**src/rtl/rr_arbiter_pkg.sv**
```systemverilog
// Shared types and helpers for the round-robin arbiter.
// The state enum is also exported on the interface for debug.
package rr_arbiter_pkg;

  typedef enum logic {
    ARB_IDLE   = 1'b0,
    ARB_LOCKED = 1'b1
  } arb_state_t;

  // Pointer increment that wraps at the requester count, not at a power of two.
  function automatic int unsigned rr_next(input int unsigned ptr, input int unsigned reqcnt);
    return (ptr + 1 >= reqcnt) ? 0 : ptr + 1;
  endfunction

endpackage

```
**src/rtl/rr_arbiter_if.sv**
```systemverilog
// Request/grant bundle between requesters, downstream and the round-robin arbiter.
// A beat transfers on an edge where gnt_valid_o and ack_i are both high; ack_i with gnt_valid_o low carries nothing.
interface rr_arbiter_if #(
  parameter int REQCNT   = 3,
  parameter int REQWIDTH = (REQCNT > 1) ? $clog2(REQCNT) : 1
);
  import rr_arbiter_pkg::*;

  logic [REQCNT-1:0]   req_i;
  logic                ack_i;
  logic                last_i;
  logic                gnt_valid_o;
  logic [REQCNT-1:0]   gnt_o;
  logic [REQWIDTH-1:0] gnt_num_o;
  logic [REQWIDTH-1:0] prior_o;
  arb_state_t          state_o;

  modport master (
    output req_i, ack_i, last_i,
    input  gnt_valid_o, gnt_o, gnt_num_o, prior_o, state_o
  );

  modport slave (
    input  req_i, ack_i, last_i,
    output gnt_valid_o, gnt_o, gnt_num_o, prior_o, state_o
  );

endinterface

```
**src/rtl/rr_arbiter_pick.sv**
```systemverilog
// Combinational rotate-priority picker: first set request scanning from prior upward,
// wrapping modulo REQCNT.
module rr_pick #(
  parameter int REQCNT   = 3,
  parameter int REQWIDTH = (REQCNT > 1) ? $clog2(REQCNT) : 1
) (
  input  logic [REQCNT-1:0]   req,
  input  logic [REQWIDTH-1:0] prior,
  output logic                found,
  output logic [REQWIDTH-1:0] num,
  output logic [REQCNT-1:0]   onehot
);

  localparam logic [REQWIDTH:0] LIMIT = (REQWIDTH+1)'(REQCNT);

  logic [2*REQCNT-1:0] doubled;
  logic [REQCNT-1:0]   rotated;
  logic [REQWIDTH:0]   offset;
  logic [REQWIDTH:0]   sum;

  // Rotating a doubled copy puts requester 'prior' at bit 0 without a modulo.
  assign doubled = {req, req};
  assign rotated = REQCNT'(doubled >> prior);

  always_comb begin
    found  = 1'b0;
    offset = '0;
    sum    = '0;
    num    = '0;
    onehot = '0;
    for (int k = REQCNT - 1; k >= 0; k--) begin
      if (rotated[k]) begin
        found  = 1'b1;
        offset = (REQWIDTH+1)'(k);
      end
    end
    sum = {1'b0, prior} + offset;
    if (sum >= LIMIT) sum = sum - LIMIT;
    if (found) begin
      num    = sum[REQWIDTH-1:0];
      onehot = REQCNT'(1) << sum[REQWIDTH-1:0];
    end
  end

endmodule

```
**src/rtl/rr_arbiter.sv**
```systemverilog
// Round-robin arbiter with registered grant, packet locking and a rotating priority pointer.
// A grant is held until the acked last beat or a requester abort, then re-arbitrated in the same cycle.
module rr_arbiter
  import rr_arbiter_pkg::*;
#(
  parameter int REQCNT   = 3,
  parameter int REQWIDTH = (REQCNT > 1) ? $clog2(REQCNT) : 1
) (
  input logic         clk_i,
  input logic         rst_i,
  rr_arbiter_if.slave bus
);

  arb_state_t          state;
  logic [REQWIDTH-1:0] prior;
  logic [REQWIDTH-1:0] prior_nxt;
  logic [REQWIDTH-1:0] pick_prior;
  logic [REQWIDTH-1:0] gnt_num;
  logic [REQCNT-1:0]   gnt;
  logic                owner_req;
  logic                pkt_done;
  logic                release_gnt;
  logic                pick_found;
  logic [REQWIDTH-1:0] pick_num;
  logic [REQCNT-1:0]   pick_onehot;

  assign owner_req   = |(bus.req_i & gnt);
  assign pkt_done    = bus.ack_i && bus.last_i;
  // An owner dropping its request with no beat in flight releases like a finished packet.
  assign release_gnt = (state == ARB_LOCKED) && (pkt_done || (!owner_req && !bus.ack_i));
  assign prior_nxt   = REQWIDTH'(rr_next(32'(gnt_num), REQCNT));
  assign pick_prior  = release_gnt ? prior_nxt : prior;

  rr_pick #(
    .REQCNT   (REQCNT),
    .REQWIDTH (REQWIDTH)
  ) u_pick (
    .req    (bus.req_i),
    .prior  (pick_prior),
    .found  (pick_found),
    .num    (pick_num),
    .onehot (pick_onehot)
  );

  always_ff @(posedge clk_i or posedge rst_i) begin
    if (rst_i) begin
      state   <= ARB_IDLE;
      prior   <= '0;
      gnt     <= '0;
      gnt_num <= '0;
    end else begin
      case (state)
        ARB_IDLE: begin
          if (pick_found) begin
            state   <= ARB_LOCKED;
            gnt     <= pick_onehot;
            gnt_num <= pick_num;
          end
        end
        ARB_LOCKED: begin
          if (release_gnt) begin
            prior <= prior_nxt;
            if (pick_found) begin
              gnt     <= pick_onehot;
              gnt_num <= pick_num;
            end else begin
              state   <= ARB_IDLE;
              gnt     <= '0;
              gnt_num <= '0;
            end
          end
        end
      endcase
    end
  end

  assign bus.gnt_valid_o = (state == ARB_LOCKED);
  assign bus.gnt_o       = gnt;
  assign bus.gnt_num_o   = gnt_num;
  assign bus.prior_o     = prior;
  assign bus.state_o     = state;

endmodule

```
**src/flat_wrapper.sv**
```systemverilog
// flat-port wrapper written by rule: the top's interface ports become plain ports
module rr_arbiter_flat import rr_arbiter_pkg::*;
#(
  parameter int REQCNT   = 3,
  parameter int REQWIDTH = (REQCNT > 1) ? $clog2(REQCNT) : 1
)
  (clk_i, rst_i, bus_req_i, bus_ack_i, bus_last_i, bus_gnt_valid_o, bus_gnt_o, bus_gnt_num_o, bus_prior_o, bus_state_o);
  rr_arbiter_if #(.REQCNT(REQCNT), .REQWIDTH(REQWIDTH)) bus_i ();
  input logic clk_i;
  input logic rst_i;
  input wire logic [$bits(bus_i.req_i)-1:0] bus_req_i;
  input wire logic [$bits(bus_i.ack_i)-1:0] bus_ack_i;
  input wire logic [$bits(bus_i.last_i)-1:0] bus_last_i;
  output wire logic [$bits(bus_i.gnt_valid_o)-1:0] bus_gnt_valid_o;
  output wire logic [$bits(bus_i.gnt_o)-1:0] bus_gnt_o;
  output wire logic [$bits(bus_i.gnt_num_o)-1:0] bus_gnt_num_o;
  output wire logic [$bits(bus_i.prior_o)-1:0] bus_prior_o;
  output wire logic [$bits(bus_i.state_o)-1:0] bus_state_o;
  assign bus_i.req_i = bus_req_i;
  assign bus_i.ack_i = bus_ack_i;
  assign bus_i.last_i = bus_last_i;
  assign bus_gnt_valid_o = bus_i.gnt_valid_o;
  assign bus_gnt_o = bus_i.gnt_o;
  assign bus_gnt_num_o = bus_i.gnt_num_o;
  assign bus_prior_o = bus_i.prior_o;
  assign bus_state_o = bus_i.state_o;
  rr_arbiter #(.REQCNT(REQCNT), .REQWIDTH(REQWIDTH)) u_core (.clk_i(clk_i), .rst_i(rst_i), .bus(bus_i));
endmodule
```
**config.mk**
```make
export PLATFORM = sky130hd
export DESIGN_NAME = rr_arbiter_flat
export DESIGN_NICKNAME = d
export VERILOG_FILES = /design/src/rtl/rr_arbiter_pkg.sv /design/src/rtl/rr_arbiter_if.sv /design/src/rtl/rr_arbiter_pick.sv /design/src/rtl/rr_arbiter.sv /design/src/flat_wrapper.sv
export SDC_FILE = /design/constraint.sdc
export NUM_CORES = 1
export LEC_CHECK = 0
export CAP_MARGIN = 10
export CORE_AREA = 2 2 39 41
export CTS_CLUSTER_DIAMETER = 150
export DETAILED_ROUTE_END_ITERATION = 8
export DIE_AREA = 0 0 41 43
export HOLD_SLACK_MARGIN = 0.05
export PLACE_DENSITY = 0.77
export RECOVER_POWER = 100
export SKIP_CTS_REPAIR_TIMING = 1
export SYNTH_ARGS = -nofsm -noshare
export SYNTH_HDL_FRONTEND = slang
export SYNTH_SLANG_ARGS = --single-unit
```
**constraint.sdc**
```tcl
create_clock -name clk_i -period 7 [get_ports clk_i]
set_input_delay 1.75 -clock clk_i [delete_from_list [all_inputs] [get_ports clk_i]]
set_output_delay 1.75 -clock clk_i [all_outputs]
set_load 0.02 [all_outputs]
```
==> results.ini <==
[floorplan]
die_width_um=41
start_util_pct=41.50
rows=14
die_area_um2=1763
die-height_um=43
io_pins=16
core_area_um2=1384

[power_and_ir_drop]
p_sw_uw=159.8
ir_drop_uv=250.2
seqPwrFrac_pct=23.3
p_int_uw=195.8
clockPowerShare_pct=9.3
powerDensity_nw_per_um2=483.4
netSwitchingFraction_pct=44.95
comb_power_share_pct=67.3
total_leakage_power_uw=0.0003311

[logic_synthesis]
postSynthNetCount=65
synth_warnings=0
yosysTopAreaCell=dfrtp_1
synth_top_area_share_pct=34.86
yosysMostFrequentCell=dfrtp_1
post_synth.cell_area_avg_um2=10.44
syn_inst=55
netlist_area_um2=574.3
synth_seq_area_share_pct=34.86
synthArstFlopShare_pct=100.0
synthTopCellsByArea=dfrtp_1 35%, mux2_2 7.8%, a32o_1 5.2%, a41oi_4 4.8%, ha_1 4.4%
synthTopCellsByCount=8 x dfrtp_1, 5 x inv_1, 4 x mux2_2, 4 x nand2_1
ys_types=27
synth_ff_type=dfrtp_1
synth-edff-count=0
ys_ff_latch=8

[cells_and_area]
antennaDiodeCount=0
drive_above_1_share_pct=12.50
fin_cells=88
syn_to_final_growth_pct=28.10
nets=84

[worst_setup_path]
reg2reg_to=u_core.bus.gnt_o[2]$_DFFE_PP0P_
path_class=in -> reg
timing.critical_path.fanout_max=6
worstPathArrival_ns=5.68
ff2ff_path_depth=11
r2r_start=u_core.bus.gnt_valid_o$_DFF_PP0_
endpoint_kind=flop
ff2ff_setup_slack_ns=3.20
startpoint_type=input port
crit_required_ns=7.13

[global_route]
grt_max_degree=9
antenna_found_initial=0
grt_pass1_wl_mm=2.028
grt_overflow=0
grtUsageTotal_pct=16.85
grt_pass1_vias=477

[sta]
setup_violations=0
post-route-period-util_pct=79.37
finalHoldViolations=0
relSlewSlack_pct=38.00
max_freq_mhz=180.0
rsz0062_at_grt=no
finalSetupTns_ns=0
period_needed_ns=5.556
slew_violations=0
skew_ns=0.001469
max_slew.worst_pin.slew_ns=0.9180

[clock_network]
cts.sinks=8
cts_max_path_buffers=2
htree_levels=1
clk_latency_ns=0.24
clk_pin_slew_ns=0.05
root_buffer=clkbuf_4
cts_tree=yes
cts_buffers=3

[drt]
drt_iter0_markers=14
wl_mm=1.200
routedWlPerCell_um=13.64
first_pass_iters=4
vias=521
via_per_inst=5.920
postRouteAntennaNets=0
post-route-drc-count=0

[worst_hold_path]
hold_path_class=reg -> reg
whs_path_depth=1
min_to=u_core.bus.gnt_o[2]$_DFFE_PP0P_
hp-start=u_core.bus.gnt_o[2]$_DFFE_PP0P_

[status]
status=finished, final reports clean

[place]
port-buffer-count=15
hpwl_um=979.7
placedCellCount=85
gp_congestion=0.6591

[flow_run]
max_cap_violations=0

==> cells in the final DEF, fill, tap and decap left out <==
master           synthesis  final
a21oi_1                  1      1
a22o_1                   2      2
a22oi_1                  0      1
a31oi_1                  1      1
a32o_1                   3      3
a41oi_1                  0      1
and3_1                   1      1
clkbuf_4                 0      3
clkdlybuf4s50_1          0      4
dfrtp_1                  8      8
dlygate4sd3_1            0     11
fa_1                     1      1
ha_1                     2      2
inv_1                    5      5
mux2_2                   4      4
mux2i_1                  2      2
nand2_1                  4      4
nand2_2                  1      1
nand2b_1                 1      1
nand3_1                  2      2
nor2_1                   1      1
nor2b_1                  3      3
nor3_1                   2      2
o21ai_0                  1      1
o21ai_1                  1      1
o32a_1                   2      2
o41ai_1                  2      2
or2b_2                   1      1
or3_1                    1      1
==> power by group through the flow <==
stage | Sequential [uW] | Clock [uW] | Combinational (uW)
after CTS | 84.3 | 34.9 | 253
after detailed placement | 84.9 | 0 | 248
after floorplan | 102 | 0 | 159
after global placement | 84.3 | 0 | 242
after global routing | 85.2 | 37.4 | 270
final | 82.9 | 33.2 | 240
==> area by class of cell <==
| type | count | area, um2 |
|---|---|---|
| Clock buffer | 3 | 22.52 |
| Fill cell | 137 | 648.1 |
| Inverter | 5 | 18.77 |
| Multi-Input combinational cell | 41 | 324.1 |
| Sequential cell | 8 | 200.2 |
| Tap cell | 16 | 20.02 |
| Timing Repair Buffer | 15 | 150.1 |
==> routing by layer <==
layer | GRT usage (%) | up-vias | part of all wire (%)
met2 | 25.94 | 16 | 50
met1 | 23.81 | 256 | 44
li1 | - | 247 | -
met5 | 0 | - | 0
met4 | 6.000 | 0 | 0.75
met3 | 1.571 | 2 | 4.6
==> critical path: stages <==
cell and delay (ns):
dlygate4sd3_1 0.65, a22oi_1 0.13, a41oi_1 0.58, mux2i_1 0.36
nand2_1 0.11, o41ai_1 0.37, fa_1 0.51, ha_1 0.21
or3_1 0.36, a21oi_1 0.29, inv_1 0.10, a32o_1 0.26
==> stage by stage <==
step	area [um2]	hold slack [ns]	setup WS, ns	total power (uW)	utilization [%]
after floorplan	574.3	0.6439	2.392	260.4	-
after global placement	737.0	0.5421	1.593	326.4	53.25
after detailed placement	737.0	0.5385	1.518	333.2	53.25
after CTS	759.5	0.5507	1.763	371.9	54.88
after global routing	735.7	0.5540	1.141	392.6	53.16
final	735.7	0.5344	1.444	355.6	53.16
==> flip-flops by register name, indices dropped and copies added, names as in the netlist <==
signal	flops
u_core.bus.gnt_num_o	2
u_core.bus.prior_o	2
u_core.bus.gnt_valid_o	1
u_core.bus.gnt_o	3
==> how the worst max path moves through the flow <==
stage	start	end
floorplan	bus_last_i	u_core.bus.gnt_o[0]$_DFFE_PP0P_
global placement	bus_req_i[0]	u_core.bus.gnt_o[0]$_DFFE_PP0P_
detailed placement	bus_req_i[0]	u_core.bus.gnt_o[2]$_DFFE_PP0P_
CTS	bus_req_i[0]	u_core.bus.gnt_o[2]$_DFFE_PP0P_
global route	bus_req_i[0]	u_core.bus.gnt_o[2]$_DFFE_PP0P_
finish	bus_req_i[0]	u_core.bus.gnt_o[2]$_DFFE_PP0P_
==> kinds of logic after synthesis <==
logic type                 after synthesis  share of synthesized area [%]
AOI/OAI and AO/OA                       15                          25.49
adders and majority gates                3                          7.843
buffers and inverters                    6                          4.576
DFF                                      8                          34.86
muxes                                    6                          11.33
and+or+nand+nor                         17                          15.91
(Power assumes the default switching activity.)
